**config.mk**
```make
export PLATFORM = sky130hd
export DESIGN_NAME = card_select
export DESIGN_NICKNAME = d
export VERILOG_FILES = /design/src/rtl/card_select.sv
export SDC_FILE = /design/constraint.sdc
export NUM_CORES = 1
export LEC_CHECK = 0
export BUFFER_PORTS_ARGS = -buffer_cell sky130_fd_sc_hd__buf_2
export CORE_MARGIN = 4
export CORE_UTILIZATION = 40
export CTS_CLUSTER_SIZE = 8
export DETAILED_ROUTE_END_ITERATION = 6
export GPL_TIMING_DRIVEN = 0
export SETUP_SLACK_MARGIN = 0.4
export SLEW_MARGIN = 20
export SYNTH_ARGS = -nofsm -noshare
export SYNTH_HDL_FRONTEND = slang
export SYNTH_SLANG_ARGS = --single-unit
export TNS_END_PERCENT = 10
```
**constraint.sdc**
```tcl
create_clock -name clock -period 6.9 [get_ports clock]
set_clock_uncertainty 0.15 [all_clocks]
set_input_delay 0.69 -clock clock [delete_from_list [all_inputs] [get_ports clock]]
set_output_delay 0.69 -clock clock [all_outputs]
set_load 0.02 [all_outputs]
```
**src/rtl/card_select.sv**
```systemverilog
// ----------------------------------------------------------------------------
// card_select
//
// Cursor and card-selection front end for a 6x6 memory game. Five raw push
// buttons are synchronized, debounced and turned into single-cycle events.
// Movement events walk a wrapping cursor over the 6x6 grid. Select events
// hand one or two card positions to an external comparator through a
// one-cycle strobe, or are refused with a one-cycle reject pulse.
//
// Ports
//   clock        in   system clock, everything updates on the rising edge
//   reset_n      in   asynchronous active-low reset
//   btnUp/Down/Left/Right/Sel in  raw active-high buttons (asynchronous)
//   matchedMask  in   [35:0] bit i set = card i already paired, unselectable
//   compBusy     in   comparator is evaluating or showing a pair
//   mem6x6       out  [5:0] cursor position row*6+col, 0..35
//   A            out  one-cycle select strobe to the comparator
//   cardOneTwo   out  0 = next accepted select is the first card, 1 = second
//   firstPick    out  [5:0] position of the accepted first card
//   reject       out  one-cycle pulse when a select event is refused
// ----------------------------------------------------------------------------
module card_select #(
    parameter int DEBOUNCE_CYCLES = 4
) (
    input  logic        clock,
    input  logic        reset_n,
    input  logic        btnUp,
    input  logic        btnDown,
    input  logic        btnLeft,
    input  logic        btnRight,
    input  logic        btnSel,
    input  logic [35:0] matchedMask,
    input  logic        compBusy,
    output logic [5:0]  mem6x6,
    output logic        A,
    output logic        cardOneTwo,
    output logic [5:0]  firstPick,
    output logic        reject
);

    // Button vector bit positions, highest index = highest priority.
    localparam int BSEL   = 4;
    localparam int BUP    = 3;
    localparam int BDOWN  = 2;
    localparam int BLEFT  = 1;
    localparam int BRIGHT = 0;

    // The counter only has to reach DEBOUNCE_CYCLES-1; the flip happens on
    // the sample that would complete the run.
    localparam int CW = (DEBOUNCE_CYCLES > 1) ? $clog2(DEBOUNCE_CYCLES) : 1;
    localparam logic [CW-1:0] LAST = CW'(DEBOUNCE_CYCLES - 1);

    typedef enum logic [2:0] {
        PICK1,
        STROBE1,
        PICK2,
        STROBE2,
        WAITCMP
    } state_t;

    logic [4:0]    rawBtn;
    logic [4:0]    syncA;
    logic [4:0]    syncB;
    logic [4:0]    debLevel;
    logic [4:0]    debPrev;
    logic [CW-1:0] debCnt [5];
    logic [4:0]    btnEvt;

    state_t        stateQ;
    state_t        stateNext;
    logic [2:0]    rowQ;
    logic [2:0]    colQ;
    logic [2:0]    rowNext;
    logic [2:0]    colNext;
    logic [5:0]    firstNext;
    logic          cardNext;
    logic          aNext;
    logic          rejectNext;
    logic          waitDoneQ;
    logic          waitDoneNext;
    logic          selOk;
    logic          canMove;

    assign rawBtn = {btnSel, btnUp, btnDown, btnLeft, btnRight};

    // Two-flop synchronizers, then per-button debounce. The debounced level
    // only follows the synchronized sample after DEBOUNCE_CYCLES disagreeing
    // samples in a row; any agreeing sample restarts the count.
    always_ff @(posedge clock or negedge reset_n) begin
        if (!reset_n) begin
            syncA    <= '0;
            syncB    <= '0;
            debLevel <= '0;
            debPrev  <= '0;
            for (int i = 0; i < 5; i++) begin
                debCnt[i] <= '0;
            end
        end else begin
            syncA   <= rawBtn;
            syncB   <= syncA;
            debPrev <= debLevel;
            for (int i = 0; i < 5; i++) begin
                if (syncB[i] == debLevel[i]) begin
                    debCnt[i] <= '0;
                end else if (debCnt[i] == LAST) begin
                    debLevel[i] <= syncB[i];
                    debCnt[i]   <= '0;
                end else begin
                    debCnt[i] <= debCnt[i] + CW'(1);
                end
            end
        end
    end

    // Rising edge of the debounced level: a held button yields one event.
    assign btnEvt = debLevel & ~debPrev;

    // Cursor is kept as row/col so wrapping is a simple 0..5 modulo.
    assign mem6x6 = ({3'b000, rowQ} * 6'd6) + {3'b000, colQ};

    // A select is refused while the comparator is busy, on a matched card,
    // or when the second pick would be the same card as the first.
    assign selOk = !compBusy && !matchedMask[mem6x6]
                   && !(cardOneTwo && (mem6x6 == firstPick));

    // Cursor is frozen during the strobe cycles so the comparator sees a
    // stable position while A is high.
    assign canMove = (stateQ == PICK1) || (stateQ == PICK2) || (stateQ == WAITCMP);

    // State and all registered outputs.
    always_ff @(posedge clock or negedge reset_n) begin
        if (!reset_n) begin
            stateQ     <= PICK1;
            rowQ       <= '0;
            colQ       <= '0;
            firstPick  <= '0;
            cardOneTwo <= 1'b0;
            A          <= 1'b0;
            reject     <= 1'b0;
            waitDoneQ  <= 1'b0;
        end else begin
            stateQ     <= stateNext;
            rowQ       <= rowNext;
            colQ       <= colNext;
            firstPick  <= firstNext;
            cardOneTwo <= cardNext;
            A          <= aNext;
            reject     <= rejectNext;
            waitDoneQ  <= waitDoneNext;
        end
    end

    // Next-state and next-output logic. Sel wins over every movement event;
    // among movements Up > Down > Left > Right and the rest are dropped.
    always_comb begin
        stateNext    = stateQ;
        rowNext      = rowQ;
        colNext      = colQ;
        firstNext    = firstPick;
        cardNext     = cardOneTwo;
        aNext        = 1'b0;
        rejectNext   = 1'b0;
        waitDoneNext = waitDoneQ;

        unique case (stateQ)
            PICK1: begin
                if (btnEvt[BSEL]) begin
                    if (selOk) begin
                        firstNext = mem6x6;
                        aNext     = 1'b1;
                        cardNext  = 1'b1;
                        stateNext = STROBE1;
                    end else begin
                        rejectNext = 1'b1;
                    end
                end
            end
            STROBE1: begin
                stateNext  = PICK2;
                rejectNext = btnEvt[BSEL];
            end
            PICK2: begin
                if (btnEvt[BSEL]) begin
                    if (selOk) begin
                        aNext     = 1'b1;
                        stateNext = STROBE2;
                    end else begin
                        rejectNext = 1'b1;
                    end
                end
            end
            STROBE2: begin
                stateNext    = WAITCMP;
                waitDoneNext = 1'b0;
                rejectNext   = btnEvt[BSEL];
            end
            WAITCMP: begin
                // The first WAITCMP cycle only arms waitDone, so the
                // comparator always gets at least two cycles.
                waitDoneNext = 1'b1;
                rejectNext   = btnEvt[BSEL];
                if (waitDoneQ && !compBusy) begin
                    stateNext = PICK1;
                    cardNext  = 1'b0;
                end
            end
            default: begin
                stateNext = PICK1;
                cardNext  = 1'b0;
            end
        endcase

        if (!btnEvt[BSEL] && canMove) begin
            if (btnEvt[BUP]) begin
                rowNext = (rowQ == 3'd0) ? 3'd5 : rowQ - 3'd1;
            end else if (btnEvt[BDOWN]) begin
                rowNext = (rowQ == 3'd5) ? 3'd0 : rowQ + 3'd1;
            end else if (btnEvt[BLEFT]) begin
                colNext = (colQ == 3'd0) ? 3'd5 : colQ - 3'd1;
            end else if (btnEvt[BRIGHT]) begin
                colNext = (colQ == 3'd5) ? 3'd0 : colQ + 3'd1;
            end
        end
    end

endmodule

```
==> results of run 1 <==
## Yosys cell counts (all sizes together) (3+ instances only)
| master | n | share of area (%) |
|---|---|---|
| o21ai | 10 | 1.9 |
| xor2 | 4 | 1.6 |
| nand3 | 7 | 1.3 |
| nand2 | 9 | 1.3 |
| a21oi | 9 | 1.7 |
| nor3 | 6 | 1.1 |
| a221oi | 3 | 1.0 |
| a21o | 3 | 0.91 |
| nor4 | 3 | 1.3 |
| mux2 | 10 | 4.3 |
| nor2 | 12 | 1.7 |
| nor2b | 9 | 2.1 |
| a31oi | 3 | 0.72 |
| ha | 14 | 6.7 |
| nand2b | 4 | 0.96 |
| buf | 6 | 1.8 |
| xnor2 | 9 | 3.0 |
| mux4 | 9 | 8.9 |
| inv | 18 | 2.6 |
| dfrtp | 49 | 47 |
## area by class of cell
cell class	count	share of cell area (%)
plain buffers	8	1.78
flip-flops and latches	49	39.6
clock buffers	6	2.35
repair buffers	58	9.46
multi-input cells	144	41.0
well taps	77	3.11
inverters	18	2.18
clock inverters	2	0.445
## layer usage
metal  GRT usage, %  up-vias
met3           2.58        8
li1               -      919
met2           24.0       29
met1           17.0      897
met4           5.08        0
met5              0        -
## power by group through the flow
stage                     sequential [mW]  combinational (mW)  clock (mW)
after floorplan                     0.483               0.881           0
after global placement              0.467                1.15           0
after detailed placement            0.471                1.17           0
after CTS                           0.465                1.18       0.175
after global routing                0.479                1.30       0.188
final                               0.463                1.16       0.168
## worst paths after layout
path | from | to | slack [ns]
worst max-delay path | rowQ[0]$_DFFE_PN0P_ | firstPick[2]$_DFFE_PN0P_ | 2.85
worst min-delay path | syncA[3]$_DFF_PN0_ | syncB[3]$_DFF_PN0_ | 0.20
worst max register to register | rowQ[0]$_DFFE_PN0P_ | firstPick[2]$_DFFE_PN0P_ | 2.85
worst min register to register | syncA[3]$_DFF_PN0_ | syncB[3]$_DFF_PN0_ | 0.20
max in group asynchronous | reset_n | syncB[4]$_DFF_PN0_ | 5.96
min in group asynchronous | reset_n | stateQ[1]$_DFFE_PN0P_ | 0.24
## cell families (layout without fill, tap and decap cells)
group                    after synthesis  after routing
multiplexers                          20             20
buffers and inverters                 26             92
flip-flops                            49             49
adder cells (fa/ha/maj)               16             16
AND/OR/NAND/NOR                       56             56
XOR/XNOR                              14             14
AO/OA/AOI/OAI                         38             38
## sequential cells by signal, indices dropped and copies added, names as in the netlist
register,flops
debCnt,10
firstPick,6
debLevel,5
debPrev,5
syncA,5
syncB,5
colQ,3
rowQ,3
stateQ,3
A,1
cardOneTwo,1
reject,1
waitDoneQ,1
## critical path, delay by kind of cell, from the launching register on
family | cells | cell delay (ns)
AOI/OAI and AO/OA | 2 | 0.42
xor gates and xnor gates | 1 | 0.33
DFF | 1 | 0.42
adders and majority gates | 2 | 0.75
and+or+nand+nor | 2 | 0.75
muxes | 2 | 0.70
buffers and inverters | 3 | 0.41
==> flow_summary.yaml, run 1 <==
job:
  drv_cap: 0
layout:
  fillers: 584
  fin_util_pct: 48.7
  areaGrowthSynthToFinish_pct: 18.2
  diodes: 0
  nets: 344
  fin_area_um2: 3090
  mostFrequentLayoutCell: "buf_2"
  seqCellArea_um2: 1230
  fin_cells: 362
  final_cell_mix: "buf_2 (59), dfrtp_1 (49), inv_1 (18), ha_1 (14), nor2_1 (12)"
  drive_gt1_share_pct: 30.5
  multi_input_area_um2: 1270
drt:
  wl_per_cell_um: 13.5
  num_vias: 1853
  viasPerCell: 5.12
  drtIter0Drc: 71
  drc_errors: 0
  drt_pre_antenna_iters: 4
  dr_wl_met3_um: 188
  drtAntennaViolNets: 0
  routed_wirelength_mm: 4.88
  topRoutingLayerUsed: "met4"
  wirelength_met1_mm: 2.18
  dr_wl_met2_mm: 2.43
worst_setup_path:
  cp_common_cell: "inv_1"
  cp-end-kind: "flip-flop"
  r2r_cells: 12
  critPathSlowestCell: "nor4_4"
  cpPeakStageDelay_ns: 0.56
  critPathMaxFanout: 10
  critical_path_arrival_ns: 4.09
  crit_type: "flip-flop to flip-flop"
  cp-start-kind: "flip-flop"
  crit_chain: "inv_1 > ha_1 > inv_1 > fa_1 > xor2_1 > buf_4 > mux4_2 > a22oi_1 > a311o_2 > nand4_2 > nor4_4 > mux2_2"
  critPathRequiredTime_ns: 6.94
timing:
  whs_ns: 0.204
  rsz0062_at_grt: "false"
  slew_viol_final: 0
  min_period_over_period_pct: 58.6
  fmax_mhz: 247
  setup_slack_ns: 2.85
  fin_crit_ns: 4.05
  hold_viol: 0
  setup_violations: 0
  relSlewSlack_pct: 60.4
  setup_tns_ns: 0
  worst_pin_slew_ns: 0.594
die:
  dieArea_um2: 7900
  coreArea_um2: 6350
  start_util_pct: 41.2
  die_h_um: 88.9
  num_io_pins: 59
  die_w_um: 88.9
  fp-row-count: 29
pwr:
  p_total_mw: 1.79
  p_clk_share_pct: 9.4
  p_comb_share_pct: 64.8
  p_sw_mw: 0.808
  swShare_pct: 45.1
  seqPwrFrac_pct: 25.8
  ir_drop_mv: 0.580
  p_int_mw: 0.983
  cellLeakagePower_nw: 1.50
  power.density_nw_per_um2: 579
worst_hold_path:
  hold_path_depth: 0
  hp-class: "flip-flop to flip-flop"
placed_design:
  dp.cells: 354
  gp_congestion: 0.817
  io_buffers: 58
  dpl.hpwl_mm: 3.79
  placedInstanceArea_um2: 3010
  post-place-ws_ns: 2.78
clocking:
  cts.sinks: 49
  clock_latency_ns: 0.30
  cts.clk_slew.worst_paths_ns: 0.09
  cts_tree: "done"
  postCtsHoldBufs: 0
  clk_path_buf_depth: 2
  htree_levels: 2
  root_buffer: "clkbuf_8"
  numCtsBuffers: 5
  cts_resized: 0
  post_cts_buffers: 0
synthesis:
  synth-compound-area-share_pct: 9.46
  syn_avg_cell_area_um2: 12.0
  ys_types: 44
  synthArstFlopShare_pct: 100
  synth_top_family_by_area: "multiplexers"
  synth_ff_type: "dfrtp_1"
  yosys.area_share.simple_pct: 11.8
  synth-seq-cells: 49
  ys_warn_count: 0
  syn_inst: 219
  yosys.area_share.xor_xnor_pct: 5.49
  synthesis.area_um2: 2620
  synth-adder-area-share_pct: 8.22
  synthMuxAreaShare_pct: 13.6
  yosysSeqAreaShare_pct: 46.8
  synth_edf_count: 0
  synth.net_count: 279
global_routing:
  grt_max_degree: 50
  track_usage_pct: 13.7
  antenna_found_initial: 0
  grt_pass1_vias: 1953
  grt_overflow: 0
  grt_pass1_wl_mm: 8.50
outcome:
  status: "completed"
(Power assumes the default switching activity.)
==> run 2: changes to the inputs <==
ABC_AREA = 1   (was default)
clock period = 3.3 ns   (was 6.9 ns; I/O delays follow)
==> run 2 against run 1 <==
  * Critical path depth grew 4
  * Highest routed layer unchanged
  * Register-to-register slack got worse by 2.3 ns
  * Die area is 7.4% higher
  * First-iteration DRC count down 18%
  * Combinational power rose by 98%
  * Area after synthesis rose by 8.2%
  * Sequential share of layout area down 4.0 points
  * Largest power group unchanged
  * Via count rose by 27%
  * Maximum frequency rose by 49%
  * Core utilization up 1.7 points
  * Clock power rose by 120%
  * Worst hold slack lost 0.0023 ns
==> flow_summary.yaml, run 2 <==
layout:
  fillers: 702
  nets: 488
  largest_reg_flops: 10
  final_cell_mix: "nand2_1 (95), buf_2 (58), inv_1 (50), dfrtp_1 (49), nand3_1 (34)"
  seqCellArea_um2: 1230
  reg_top3: "debCnt (10), firstPick (6)"
  multi_input_area_um2: 1330
  largest_register: "debCnt"
  diodes: 0
  areaGrowthSynthToFinish_pct: 21.6
  drive_gt1_share_pct: 25.2
  mostFrequentLayoutCell: "nand2_1"
synthesis:
  ys_types: 30
  synth_area_leaders: "dfrtp_1 (43%), nand2_1 (13%), inv_1 (7.0%)"
  yosys.cell_count.top_type: "nand2_1"
  syn_inst: 355
  synthesis.area_um2: 2830
  yosysTopAreaCell: "dfrtp_1"
  yosysSeqAreaShare_pct: 43.3
  synth_ff_type: "dfrtp_1"
  synthArstFlopShare_pct: 100
  synth.net_count: 415
  syn_avg_cell_area_um2: 7.98
  synth_common_cells: "nand2_1 (95), inv_1 (53), dfrtp_1 (49)"
  synth_edf_count: 0
  synth-seq-cells: 49
  synth.top_cell.area_share_pct: 43.3
  ys_warn_count: 0
die:
  coreArea_um2: 6830
  num_io_pins: 59
  fp-row-count: 30
  die_w_um: 92.2
  die_h_um: 92.2
  start_util_pct: 41.5
  dieArea_um2: 8490
worst_setup_path:
  cp-end-kind: "flip-flop"
  cp_common_cell: "nand2_1"
  critPathMaxFanout: 7
  critPathSlowestCell: "fa_2"
  crit_chain: "inv_1 > ha_4 > inv_1 > fa_2 > buf_4 > xor2_1 > nand3_1 > nor2_1 > nand2_1 > nor2_1 > nor2_2 > nand2_4 > nor2_8 > nand2_4 > nand2_1 > nand2_1"
  path_buf_inv: 3
  crit_type: "flip-flop to flip-flop"
  critical_path_arrival_ns: 2.81
  cpPeakStageDelay_ns: 0.52
  critPathTopFamily: "adder cells"
  cp-start-kind: "flip-flop"
  critPathRequiredTime_ns: 3.39
timing:
  setup_violations: 0
  fmax_mhz: 367
  worst_pin_slew_ns: 0.595
  setup_tns_ns: 0
  slew_viol_final: 0
  relSlewSlack_pct: 60.3
  min_period_over_period_pct: 82.5
  fin_crit_ns: 2.72
  hold_viol: 0
  rsz0062_at_grt: "false"
global_routing:
  grt_pass1_vias: 2319
  use_met3_pct: 3.36
  busiest_layer: "met2"
  grtUsageMet1_pct: 17.5
  grt_pass1_wl_mm: 10.1
  grt_overflow: 0
  antenna_found_initial: 0
  grt_max_degree: 50
  track_usage_pct: 14.4
  use_met2_pct: 24.8
drt:
  num_vias: 2355
  drt_pre_antenna_iters: 6
  drtIter0Drc: 58
  drc_errors: 0
  drtAntennaViolNets: 0
  routed_wirelength_mm: 5.87
  wl_per_cell_um: 11.2
  viasPerCell: 4.49
pwr:
  cellLeakagePower_nw: 1.90
  p_total_mw: 3.63
  ir_drop_mv: 0.417
  power.density_nw_per_um2: 1050
worst_hold_path:
  hp-class: "flip-flop to flip-flop"
clocking:
  cts.clk_slew.worst_paths_ns: 0.09
  cts.sinks: 49
  cts_tree: "done"
  clk_path_buf_depth: 2
  htree_levels: 2
  clock_latency_ns: 0.29
  numCtsBuffers: 5
  root_buffer: "clkbuf_8"
placed_design:
  io_buffers: 58
  gp_congestion: 0.829
  dpl.hpwl_mm: 4.53
job:
  drv_cap: 0
outcome:
  status: "completed"
==> run 2: changes by cell type after synthesis, sizes merged, moves of 4 or more <==
cell | previous run | this run
mux2 | 10 | 0
nor2b | 9 | 0
mux4 | 9 | 0
nand2 | 9 | 109
nand2b | 4 | 0
nand3 | 7 | 36
nor2 | 12 | 26
o21ai | 10 | 18
inv | 18 | 59
a21oi | 9 | 13
==> run 2: cell families (layout without fill, tap and decap cells) <==
family	count (synthesis)	after routing	share of synthesized area, %
DFF	49	49	43.3
adders and majority gates	16	16	7.60
xor gates and xnor gates	8	8	2.47
and+or+nand+nor	178	178	29.3
buffers and inverters	68	142	10.3
AOI/OAI and AO/OA	36	36	7.02
==> run 2: final cells by class <==
class / instances / area share (%)
Inverter: 60 / 6.79
Tap cell: 96 / 3.49
Sequential cell: 49 / 35.6
Multi-Input combinational cell: 238 / 38.6
Clock buffer: 7 / 2.80
Buffer: 8 / 1.89
Timing Repair Buffer: 66 / 10.7
Clock inverter: 1 / 0.145
==> run 2: layer usage <==
| layer | wire [um] | vias up |
|---|---|---|
| met3 | 338 | 8 |
| met5 | 0 | - |
| met4 | 93 | 0 |
| li1 | - | 1246 |
| met2 | 2710 | 54 |
| met1 | 2730 | 1047 |
==> run 2: final timing paths <==
kind / slack [ns] / to / cells past startpoint / start
max: 0.58 / firstPick[0]$_DFFE_PN0P_ / 16 / rowQ[0]$_DFFE_PN0P_
min: 0.20 / syncB[3]$_DFF_PN0_ / 0 / syncA[3]$_DFF_PN0_
max reg2reg: 0.58 / firstPick[0]$_DFFE_PN0P_ / 16 / rowQ[0]$_DFFE_PN0P_
min reg2reg: 0.20 / syncB[3]$_DFF_PN0_ / 0 / syncA[3]$_DFF_PN0_
max in group asynchronous: 2.16 / debLevel[1]$_DFFE_PN0P_ / 2 / reset_n
min in group asynchronous: 0.43 / debCnt[2]$_DFF_PN0_ / 2 / reset_n
==> run 2: repair_timing <==
action,4_1_cts,5_1_grt
endpoints found under the setup margin,11,9
hold endpoints to repair,5,49
buffers inserted,1,1
pin swaps,0,1
hold buffers,5,1
gates resized for setup,2,9
==> run 2: worst register-to-register path, cell delays in order, from the launching register on <==
cell     delay, ns
dfrtp_1       0.40
inv_1         0.11
ha_4          0.29
inv_1         0.05
fa_2          0.52
buf_4         0.17
xor2_1        0.15
nand3_1       0.09
nor2_1        0.11
nand2_1       0.06
nor2_1        0.13
nor2_2        0.06
nand2_4       0.11
nor2_8        0.06
nand2_4       0.09
nand2_1       0.05
nand2_1       0.06
==> run 2: per-stage QoR <==
stage	utilization (%)	cells	cell area [um2]	hold slack [ns]	setup slack, ns
global route	50.4	525	3450	0.211	0.401
global placement	47.5	509	3240	0.183	0.284
detailed placement	47.5	509	3240	0.185	0.243
floorplan	-	355	2830	-0.116	0.589
CTS	49.8	523	3400	0.106	0.408
finish	50.4	525	3450	0.202	0.576
==> run 2: where the power goes <==
| part | switching (mW) | internal [mW] |
|---|---|---|
| clock | 0.187 | 0.190 |
| combinational | 1.46 | 0.837 |
| sequential | 0.141 | 0.810 |
| total | 1.79 | 1.84 |
